$ cat src/rtl/a2d_sched_if.sv
// a2d_sched_if
//   Request/result bundle between the conversion scheduler and the 3-channel
//   A2D interface (left load cell, battery, right load cell).
//
//   nxt       scheduler -> A2D  one-cycle conversion request
//   cnv_done  A2D -> scheduler  one-cycle completion pulse
//   lft_ld    A2D -> scheduler  12-bit left load cell result register
//   batt      A2D -> scheduler  12-bit battery result register
//   rght_ld   A2D -> scheduler  12-bit right load cell result register
//
//   master : scheduler side
//   slave  : A2D interface side
interface a2d_sched_if;
  logic        nxt;
  logic        cnv_done;
  logic [11:0] lft_ld;
  logic [11:0] batt;
  logic [11:0] rght_ld;

  modport master (
    output nxt,
    input  cnv_done,
    input  lft_ld,
    input  batt,
    input  rght_ld
  );

  modport slave (
    input  nxt,
    output cnv_done,
    output lft_ld,
    output batt,
    output rght_ld
  );
endinterface

$ cat src/rtl/a2d_sched.sv
// a2d_sched
//   Issues periodic one-cycle conversion requests to the A2D interface,
//   follows its left -> batt -> right round robin, accumulates 2^AVG_LOG2
//   full rounds per channel and publishes truncated averages with a strobe.
//   A watchdog parks the scheduler in HALT if a conversion never completes.
//
//   Parameters: PERIOD   minimum cycles between nxt pulses (>= 8)
//               TMO      max cycles from nxt to cnv_done
//               AVG_LOG2 log2 of rounds averaged (0..4)
//   Ports:      clk, rst_n (async, active-low)
//               en       scheduling enable (level)
//               clr_err  clears tmo_err and leaves HALT
//               a2d      request/result bundle (master side)
//               lft_avg, batt_avg, rght_avg  averaged results
//               avg_vld  one-cycle pulse when averages update
//               ch       channel of the outstanding or next conversion
//               tmo_err  sticky timeout flag
module a2d_sched #(
  parameter int PERIOD   = 4096,
  parameter int TMO      = 1024,
  parameter int AVG_LOG2 = 2
) (
  input  logic             clk,
  input  logic             rst_n,
  input  logic             en,
  input  logic             clr_err,
  a2d_sched_if.master      a2d,
  output logic [11:0]      lft_avg,
  output logic [11:0]      batt_avg,
  output logic [11:0]      rght_avg,
  output logic             avg_vld,
  output logic [1:0]       ch,
  output logic             tmo_err
);

  localparam int ACC_W = 12 + AVG_LOG2;
  localparam int RND_W = (AVG_LOG2 > 0) ? AVG_LOG2 : 1;
  localparam logic [RND_W-1:0] RND_LAST = RND_W'((1 << AVG_LOG2) - 1);
  localparam logic [15:0] PER_LAST = 16'(PERIOD - 1);
  localparam logic [15:0] TMO_LAST = 16'(TMO - 1);

  typedef enum logic [2:0] {
    IDLE = 3'd0,
    WAIT = 3'd1,
    REQ  = 3'd2,
    BUSY = 3'd3,
    CAPT = 3'd4,
    HALT = 3'd5
  } state_t;

  state_t           state_reg, state_next;
  logic [15:0]      timer_reg, timer_next;
  logic [15:0]      wd_reg, wd_next;
  logic [1:0]       ch_reg;
  logic [RND_W-1:0] round_reg;
  logic             avg_vld_reg;
  logic             tmo_err_reg;

  logic             timeout;
  logic             capt;
  logic             round_last;
  logic             publish;
  logic             acc_clr;
  logic [11:0]      sample;

  // cnv_done has priority over an expiring watchdog in the same cycle.
  assign timeout    = (state_reg == BUSY) && !a2d.cnv_done && (wd_reg >= TMO_LAST);
  assign capt       = (state_reg == CAPT);
  assign round_last = (round_reg == RND_LAST);
  assign publish    = capt && (ch_reg == 2'd2) && round_last;
  assign acc_clr    = publish || timeout;

  always_comb begin
    sample = '0;
    case (ch_reg)
      2'd0:    sample = a2d.lft_ld;
      2'd1:    sample = a2d.batt;
      2'd2:    sample = a2d.rght_ld;
      default: sample = '0;
    endcase
  end

  // ---------------- FSM: state register ----------------
  always_ff @(posedge clk or negedge rst_n) begin
    if (!rst_n) begin
      state_reg <= IDLE;
    end else begin
      state_reg <= state_next;
    end
  end

  // ---------------- FSM: next state ----------------
  always_comb begin
    state_next = state_reg;
    case (state_reg)
      IDLE: if (en) state_next = WAIT;
      WAIT: begin
        if (!en)                       state_next = IDLE;
        else if (timer_reg >= PER_LAST) state_next = REQ;
      end
      REQ:  state_next = BUSY;
      BUSY: begin
        if (a2d.cnv_done) state_next = CAPT;
        else if (timeout) state_next = HALT;
      end
      CAPT: state_next = WAIT;
      HALT: if (clr_err) state_next = IDLE;
      default: state_next = IDLE;
    endcase
  end

  // ---------------- FSM: outputs ----------------
  always_comb begin
    a2d.nxt = (state_reg == REQ);
  end

  // Period timer. The REQ cycle itself is tick 0, so the following cycle
  // reads 1 and nxt-to-nxt spacing comes out at exactly PERIOD.
  always_comb begin
    timer_next = timer_reg;
    case (state_reg)
      IDLE:    timer_next = '0;
      REQ:     timer_next = 16'd1;
      HALT:    timer_next = timer_reg;
      default: if (timer_reg != 16'hFFFF) timer_next = timer_reg + 16'd1;
    endcase
  end

  always_comb begin
    wd_next = wd_reg;
    case (state_reg)
      REQ:     wd_next = '0;
      BUSY:    if (wd_reg != 16'hFFFF) wd_next = wd_reg + 16'd1;
      default: wd_next = wd_reg;
    endcase
  end

  always_ff @(posedge clk or negedge rst_n) begin
    if (!rst_n) begin
      timer_reg <= '0;
      wd_reg    <= '0;
    end else begin
      timer_reg <= timer_next;
      wd_reg    <= wd_next;
    end
  end

  // Channel, round counter and status flags.
  always_ff @(posedge clk or negedge rst_n) begin
    if (!rst_n) begin
      ch_reg      <= '0;
      round_reg   <= '0;
      avg_vld_reg <= 1'b0;
      tmo_err_reg <= 1'b0;
    end else begin
      avg_vld_reg <= publish;
      if (timeout) begin
        tmo_err_reg <= 1'b1;
        ch_reg      <= '0;
        round_reg   <= '0;
      end else if (capt) begin
        ch_reg <= (ch_reg == 2'd2) ? 2'd0 : ch_reg + 2'd1;
        if (ch_reg == 2'd2) begin
          round_reg <= round_last ? '0 : round_reg + RND_W'(1);
        end
      end else if ((state_reg == HALT) && clr_err) begin
        tmo_err_reg <= 1'b0;
      end
    end
  end

  // Per-channel accumulator and published average. The sum includes the
  // sample being captured so the final CAPT of a window lands in the average.
  for (genvar gi = 0; gi < 3; gi++) begin : g_ch
    logic [ACC_W-1:0] acc_reg;
    logic [ACC_W-1:0] acc_sum;
    logic [11:0]      avg_reg;

    assign acc_sum = acc_reg + ((ch_reg == 2'(gi)) ? ACC_W'(sample) : '0);

    always_ff @(posedge clk or negedge rst_n) begin
      if (!rst_n) begin
        acc_reg <= '0;
        avg_reg <= '0;
      end else begin
        if (acc_clr) begin
          acc_reg <= '0;
        end else if (capt) begin
          acc_reg <= acc_sum;
        end
        if (publish) begin
          avg_reg <= acc_sum[ACC_W-1:AVG_LOG2];
        end
      end
    end
  end

  assign lft_avg  = g_ch[0].avg_reg;
  assign batt_avg = g_ch[1].avg_reg;
  assign rght_avg = g_ch[2].avg_reg;
  assign avg_vld  = avg_vld_reg;
  assign ch       = ch_reg;
  assign tmo_err  = tmo_err_reg;

endmodule

$ cat src/flat_wrapper.sv
// flat-port wrapper written by rule: the top's interface ports become plain ports
module a2d_sched_flat 
#(
  parameter int PERIOD   = 4096,
  parameter int TMO      = 1024,
  parameter int AVG_LOG2 = 2
)
  (clk, rst_n, en, clr_err, lft_avg, batt_avg, rght_avg, avg_vld, ch, tmo_err, a2d_nxt, a2d_cnv_done, a2d_lft_ld, a2d_batt, a2d_rght_ld);
  a2d_sched_if a2d_i ();
  input  logic clk;
  input  logic rst_n;
  input  logic en;
  input  logic clr_err;
  output logic [11:0] lft_avg;
  output logic [11:0] batt_avg;
  output logic [11:0] rght_avg;
  output logic avg_vld;
  output logic [1:0] ch;
  output logic tmo_err;
  output wire logic [$bits(a2d_i.nxt)-1:0] a2d_nxt;
  input wire logic [$bits(a2d_i.cnv_done)-1:0] a2d_cnv_done;
  input wire logic [$bits(a2d_i.lft_ld)-1:0] a2d_lft_ld;
  input wire logic [$bits(a2d_i.batt)-1:0] a2d_batt;
  input wire logic [$bits(a2d_i.rght_ld)-1:0] a2d_rght_ld;
  assign a2d_nxt = a2d_i.nxt;
  assign a2d_i.cnv_done = a2d_cnv_done;
  assign a2d_i.lft_ld = a2d_lft_ld;
  assign a2d_i.batt = a2d_batt;
  assign a2d_i.rght_ld = a2d_rght_ld;
  a2d_sched #(.PERIOD(PERIOD), .TMO(TMO), .AVG_LOG2(AVG_LOG2)) u_core (.clk(clk), .rst_n(rst_n), .en(en), .clr_err(clr_err), .a2d(a2d_i), .lft_avg(lft_avg), .batt_avg(batt_avg), .rght_avg(rght_avg), .avg_vld(avg_vld), .ch(ch), .tmo_err(tmo_err));
endmodule
$ cat config.mk
export PLATFORM = sky130hd
export DESIGN_NAME = a2d_sched_flat
export DESIGN_NICKNAME = d
export VERILOG_FILES = /design/src/rtl/a2d_sched_if.sv /design/src/rtl/a2d_sched.sv /design/src/flat_wrapper.sv
export SDC_FILE = /design/constraint.sdc
export NUM_CORES = 1
export LEC_CHECK = 0
export CAP_MARGIN = 15
export CORE_MARGIN = 3
export CORE_UTILIZATION = 52
export DETAILED_ROUTE_END_ITERATION = 8
export PLACE_DENSITY = 0.78
export SLEW_MARGIN = 20
export SYNTH_ARGS = -nofsm -noshare
export SYNTH_HDL_FRONTEND = slang
export SYNTH_SLANG_ARGS = --single-unit
$ cat constraint.sdc
create_clock -name clk -period 3.2 [get_ports clk]
set_clock_uncertainty 0.2 [all_clocks]
set_input_delay 0.64 -clock clk [delete_from_list [all_inputs] [get_ports clk]]
set_output_delay 0.64 -clock clk [all_outputs]
set_load 0.05 [all_outputs]
==> results of run 1 <==
==> cell families (layout without fill, tap and decap cells) <==
group	after synthesis	in the layout	share of synthesized area, %
DFF	119	119	41.2
buffers and inverters	46	228	2.77
muxes	15	15	2.32
and+or+nand+nor	283	283	19.9
AOI/OAI and AO/OA	203	203	19.1
adders and majority gates	45	45	8.11
xor gates and xnor gates	54	54	6.55
==> power groups by stage <==
| stage | Sequential, mW | Clock [mW] | Combinational, mW |
|---|---|---|---|
| floorplan | 2.69 | 0 | 2.69 |
| global placement | 2.25 | 0 | 4.94 |
| detailed placement | 2.27 | 0 | 5.15 |
| CTS | 2.27 | 2.07 | 5.47 |
| global route | 2.34 | 2.14 | 6.32 |
| finish | 2.29 | 2.05 | 5.92 |
==> cell type report <==
cell class / count / share of cell area, %
Multi-Input combinational cell: 600 / 44.7
Tap cell: 176 / 2.21
Clock buffer: 24 / 4.93
Inverter: 14 / 0.577
Sequential cell: 119 / 29.9
Timing Repair Buffer: 182 / 16.3
Clock inverter: 8 / 1.43
==> how the worst max path moves through the flow <==
| stage | end | cells after the start |
|---|---|---|
| 6_report | u_core.batt_avg[8]$_DFFE_PN0P_ | 13 |
| 5_1_grt | u_core.batt_avg[8]$_DFFE_PN0P_ | 14 |
| 4_1_cts | u_core.lft_avg[8]$_DFFE_PN0P_ | 15 |
| 3_5_place_dp | u_core.lft_avg[8]$_DFFE_PN0P_ | 14 |
| 3_3_place_gp | u_core.lft_avg[8]$_DFFE_PN0P_ | 14 |
| 2_1_floorplan | u_core.lft_avg[8]$_DFFE_PN0P_ | 16 |
==> worst register-to-register path: cells and delay by family, from the launching register on <==
kind | cells | cell delay [ns]
multiplexers | 1 | 0.27
adder cells (fa/ha/maj) | 3 | 0.73
XOR/XNOR | 1 | 0.14
buffers and inverters | 3 | 0.37
flip-flops | 1 | 0.42
AND/OR/NAND/NOR | 1 | 0.14
AO/OA/AOI/OAI | 4 | 0.98
==> through the flow <==
stage          utilization (%)  area (um^2)  setup slack [ns]
2_1_floorplan                -         7340            -0.270
3_3_place_gp              66.3         8890            -0.467
3_5_place_dp              66.3         8890            -0.516
4_1_cts                   72.5         9720           -0.0492
5_1_grt                   74.4         9970            -0.207
6_report                  74.4         9970            -0.151
==> per-layer routing <==
| metal | GRT usage (%) | part of all wire, % |
|---|---|---|
| met1 | 33.2 | 40 |
| met2 | 48.6 | 51 |
| met3 | 5.59 | 5.5 |
| met4 | 12.7 | 3.9 |
| met5 | 0 | 0 |
==> repair_timing <==
action / 4_1_cts / 5_1_grt
pin swaps: 11 / 24
setup endpoints to repair: 44 / 35
hold endpoints to repair: 0 / 0
resized for setup: 40 / 50
setup buffers: 5 / 9
==> layout by cell type (no fill, tap or decap), drive strengths merged, types with 5 or more instances in the layout <==
cell type	n
clkdlybuf4s50	78
and4	5
nor3	16
and3	10
nand3	26
xnor2	36
nand4	10
inv	14
o211ai	10
dfrtp	119
a31o	5
mux2	14
or2	5
clkbuf	24
a31oi	13
a211oi	6
ha	42
nor2	47
a21o	14
a21oi	39
a22oi	13
xor2	18
buf	103
nor2b	44
a22o	35
nand2	96
o21ai	48
==> impl_metrics.tcl, run 1 <==
set metrics [dict create \
    ant_nets 0 \
    core_um2 13400 \
    rsz0062_at_grt "true" \
    post_synth_num_cell_types 60 \
    ff2ff_path_depth 13 \
    synth_area_leader_cell "dfrtp_1" \
    critical_path_buf_inv_count 3 \
    p_leak_nw 4.57 \
    combPwrFrac_pct 57.7 \
    finalSetupViolCount 9 \
    cts_tree "yes" \
    multiInputGateArea_um2 4450 \
    nets 1020 \
    die_y_um 124 \
    ys_top_cells_by_count "dfrtp_1 (119), nand2_1 (96), o21ai_0 (48), nor2_1 (45), nor2b_1 (44)" \
    status "complete, but fails checks" \
    antenna_cells 0 \
    synth_area_per_cell_um2 9.44 \
    worst_ep_arrival_time_ns 3.45 \
    finalHoldWorstSlack_ns 0.0946 \
    crit_family "compound AO/OA/AOI/OAI gates" \
    yosysMostFrequentCell "dfrtp_1" \
    avgRoutedWirePerCell_um 18.7 \
    hpwlAfterDp_mm 14.5 \
    yosysWarnings 0 \
    crit_chain "inv_4 > ha_4 > buf_6 > buf_4 > nor2b_1 > ha_2 > fa_2 > a21o_1 > a311oi_2 > o211ai_1 > a31oi_1 > xnor2_1 > mux2_4" \
    grt_pass1_wl_mm 33.4 \
    die_area_um2 15300 \
    violations "setup timing" \
    async_flop_share_pct 100 \
    fin_cells 1123 \
    critical_path.startpoint "u_core.ch[1]$_DFFE_PN0P_" \
    worstMarginPinSlew_ns 0.906 \
    die_w_um 124 \
    grt_pass1_vias 6898 \
    io_pins 82 \
    worst_slack_ns -0.151 \
    cp.required_ns 3.30 \
    grt-ovfl-total 0 \
    seqPwrFrac_pct 22.3 \
    critical_path_class "flop to flop" \
    cp-start-kind "flop" \
    synthFlopType "dfrtp_1" \
    place.gp.congestion 0.943 \
    antenna_found_initial 0 \
    cts_max_level 4 \
    slowest_delay_ns 0.42 \
    routed-via-count 6776 \
    fin_crit_sh_pct 105 \
    clk-insertion-delay-late_ns 0.42 \
    final_hold_viol_count 0 \
    tns_ns -0.454 \
    start_util_pct 53.9 \
    vias_per_cell 6.03 \
    clock_sinks 119 \
    drt-total-wl_mm 21.0 \
    cts_root_buf "clkbuf_16" \
    p_total_mw 10.3 \
    syn_nets 851 \
    regArea_um2 2980 \
    grt_start_max_net_pins 55 \
    track_usage_pct 27.9 \
    fp-row-count 42 \
    cp-end-kind "flop" \
    dp_cells 1079 \
    cts_buffers 17 \
    reg2reg_slack_ns -0.15 \
    drive_gt1_share_pct 24.7 \
    internal_power_mw 5.96 \
    max-vdd-ir-drop_v 0.000646 \
    cts_buffer_depth 2 \
    maxSlewHeadroom_pct 39.5 \
    slowest_stage "dfrtp_2" \
    largest_reg_flops 42 \
    yosys-top-cells-area "dfrtp_1 (41%), ha_1 (7.3%), nand2_1 (5.0%)" \
    netlist.area_leader.share_pct 41.2 \
    fillers 926 \
    p_clk_share_pct 20.0 \
    clk_pin_slew_ns 0.06 \
    syn_area_um2 7220 \
    syn_inst 765 \
    yosysSeqAreaShare_pct 41.2 \
    fmax_mhz 298 \
    crit_fanout 8 \
    switchingPower_mw 4.30 \
    synth-edff-count 0 \
    swShare_pct 41.9 \
    ys_seq_elements 119 \
    hp-class "input pin to async pin" \
    first_pass_iters 5 \
    io_buffer_count 81 \
    drc 0 \
    slew_violations 0 \
    reg2reg_to "u_core.batt_avg[8]$_DFFE_PN0P_" \
    drv_cap 0 \
    hold_buffers 0 \
    powerDensity_nw_per_um2 1030 \
    area_delta_synth_final_pct 38.1 \
    rr_startpoint "u_core.ch[1]$_DFFE_PN0P_" \
    fin_crit_ns 3.35 \
    drt-initial-drc-count 621 \
]
Note: power is estimated with default switching activity, not from simulation.
==> run 2: changes to the inputs <==
CTS_CLUSTER_DIAMETER = 120   (was default)
==> results of run 2 <==
The final DEF is identical to that of run 1; final timing and power are the same.
==> run 3: changes to the inputs <==
--- a/config.mk
+++ b/config.mk
@@ -10,2 +10,3 @@
 export CORE_UTILIZATION = 52
+export CTS_BUF_LIST = sky130_fd_sc_hd__clkbuf_16
 export CTS_CLUSTER_DIAMETER = 120
--- a/constraint.sdc
+++ b/constraint.sdc
@@ -4,2 +4,2 @@
 set_output_delay 0.64 -clock clk [all_outputs]
-set_load 0.05 [all_outputs]
+set_load 0.1 [all_outputs]
==> run 3 against run 2 <==
The run ends with hold timing, setup timing left. Final area is 2.3% higher. Flip-flop and latch count stayed put. Via count is 1.8% higher. First-iteration DRC count is 10% higher. Combinational power is 16% higher. Register-to-register slack worse by 0.03 ns. Core utilization is 1.7 points higher. Routed wire length is 4.7% higher. Worst hold slack worse by 0.10 ns. Critical path depth is 1 higher. Sequential share of layout area is 0.61 points lower. Critical path type unchanged. Largest cell class unchanged.
==> impl_metrics.tcl, run 3 (synthesized netlist as in run 1, its figures left out) <==
set metrics [dict create \
    cts_buffers 17 \
    ff2ff_path_depth 14 \
    fp-row-count 42 \
    fin_crit_sh_pct 106 \
    cts_max_level 4 \
    maxSlewHeadroom_pct 34.0 \
    start_util_pct 53.9 \
    rr_startpoint "u_core.ch[0]$_DFFE_PN0P_" \
    status "complete, but fails checks" \
    cp-end-kind "flop" \
    powerDensity_nw_per_um2 1090 \
    worst_ep_arrival_time_ns 3.49 \
    fmax_mhz 296 \
    layout_common_cells "buf_4 (140), dfrtp_1 (117), nand2_1 (93), nor2_1 (42), nor2b_1 (40)" \
    drc 0 \
    critical_path.startpoint "u_core.ch[0]$_DFFE_PN0P_" \
    fin_crit_ns 3.38 \
    finalSetupViolCount 35 \
    grt_start_max_net_pins 57 \
    drv_cap 0 \
    worstMarginPinSlew_ns 0.989 \
    cts_root_buf "clkbuf_16" \
    io_buffer_count 81 \
    cts_tree "yes" \
    mostFrequentLayoutCell "buf_4" \
    hp-class "input pin to async pin" \
    ant_nets 0 \
    drt-total-wl_mm 22.0 \
    grt_pass1_wl_mm 33.8 \
    rsz0062_at_grt "true" \
    cts_buffer_depth 2 \
    slew_violations 0 \
    crit_fanout 6 \
    cp.required_ns 3.31 \
    nets 1034 \
    max-vdd-ir-drop_v 0.000655 \
    clock_sinks 119 \
    clk_pin_slew_ns 0.07 \
    dp_cells 1081 \
    cp-endpoint "u_core.batt_avg[8]$_DFFE_PN0P_" \
    antenna_found_initial 0 \
    reg2reg_slack_ns -0.18 \
    io_pins 82 \
    final_hold_viol_count 9 \
    drt-initial-drc-count 684 \
    avgRoutedWirePerCell_um 19.4 \
    core_um2 13400 \
    fin_cells 1137 \
    grt-ovfl-total 0 \
    die_w_um 124 \
    place_ws_ns -0.499 \
    p_leak_nw 4.69 \
    hpwlAfterDp_mm 14.1 \
    area_delta_synth_final_pct 41.2 \
    cp-start-kind "flop" \
    clk-insertion-delay-late_ns 0.44 \
    drive_gt1_share_pct 32.7 \
    routed-via-count 6900 \
    place.gp.congestion 0.933 \
    placed_area_um2 8860 \
    die_y_um 124 \
    antenna_cells 0 \
    reg2reg_to "u_core.batt_avg[8]$_DFFE_PN0P_" \
    largest_reg_flops 42 \
    critical_path_class "flop to flop" \
    grt_pass1_vias 6883 \
    vias_per_cell 6.07 \
    finalHoldWorstSlack_ns -0.00705 \
    worst_slack_ns -0.179 \
    track_usage_pct 28.2 \
    design_area_um2 10200 \
    die_area_um2 15300 \
    violations "hold timing, setup timing" \
    p_total_mw 11.1 \
    first_pass_iters 5 \
]
-- run 3: cell count changes in the layout (fill, tap and decap cells not counted), sizes merged --
cell | before | now
buf | 103 | 157
bufinv | 4 | 3
clkbuf | 24 | 17
clkdlybuf4s50 | 78 | 39
clkinv | 3 | 5
clkinvlp | 1 | 6
dlygate4sd2 | 1 | 0
inv | 14 | 15
-- run 3: worst max-delay path: stages (launching register included) --
cell	delay, ns
dfrtp_4	0.48
buf_6	0.13
ha_4	0.18
a22oi_2	0.19
nand2_2	0.10
o21ai_4	0.08
nor2b_1	0.07
ha_2	0.18
fa_2	0.34
a21o_1	0.23
a311oi_4	0.32
o211ai_1	0.14
a31oi_1	0.22
xnor2_1	0.12
mux2_4	0.27
-- run 3: stage by stage --
step	TNS (ns)	util [%]
3_5_place_dp	-13.37	66.2
4_1_cts	-1.01	72.7
3_3_place_gp	-9.62	66.2
5_1_grt	-7.31	76.1
2_1_floorplan	-3.75	-
6_report	-2.33	76.1
-- run 3: repair_timing --
item	CTS	global route
endpoints found under the setup margin	42	49
pin swaps	25	43
gates cloned	1	0
resized for setup	48	70
hold buffers	0	0
setup buffers	8	15
-- run 3: how the worst min path moves through the flow --
stage / cells past startpoint / startpoint / slack, ns / endpoint
finish: 1 / rst_n / -0.007 / u_core.rght_avg[1]$_DFFE_PN0P_
floorplan: 0 / rst_n / 0.14 / u_core.avg_vld$_DFF_PN0_
CTS: 1 / rst_n / 0.01 / u_core.avg_vld$_DFF_PN0_
global placement: 2 / u_core.rght_avg[2]$_DFFE_PN0P_ / 0.26 / u_core.rght_avg[2]$_DFFE_PN0P_
global route: 1 / rst_n / 0.03 / u_core.batt_avg[4]$_DFFE_PN0P_
detailed placement: 2 / u_core.batt_avg[1]$_DFFE_PN0P_ / 0.27 / u_core.batt_avg[1]$_DFFE_PN0P_
-- run 3: area by class of cell --
| class | count | area, um^2 |
|---|---|---|
| Clock buffer | 17 | 425 |
| Clock inverter | 15 | 163 |
| Fill cell | 817 | 3200 |
| Inverter | 14 | 55.1 |
| Multi-Input combinational cell | 600 | 4640 |
| Sequential cell | 119 | 2990 |
| Tap cell | 176 | 220 |
| Timing Repair Buffer | 196 | 1710 |
-- run 3: where the power goes --
part           switching, mW  internal [mW]
logic                   4.08           2.78
clock network          0.746           1.21
registers              0.353           1.92
total                   5.18           5.91
-- run 3: routing by layer --
| metal | track usage (%) | vias to the layer above | wire length (um) | part of all wire, % |
|---|---|---|---|---|
| met5 | 0 | - | 0 | 0 |
| met4 | 12.4 | 0 | 847 | 3.8 |
| met3 | 5.77 | 70 | 1150 | 5.2 |
| met2 | 49.2 | 246 | 11200 | 51 |
| met1 | 33.7 | 3446 | 8810 | 40 |
| li1 | - | 3138 | - | - |
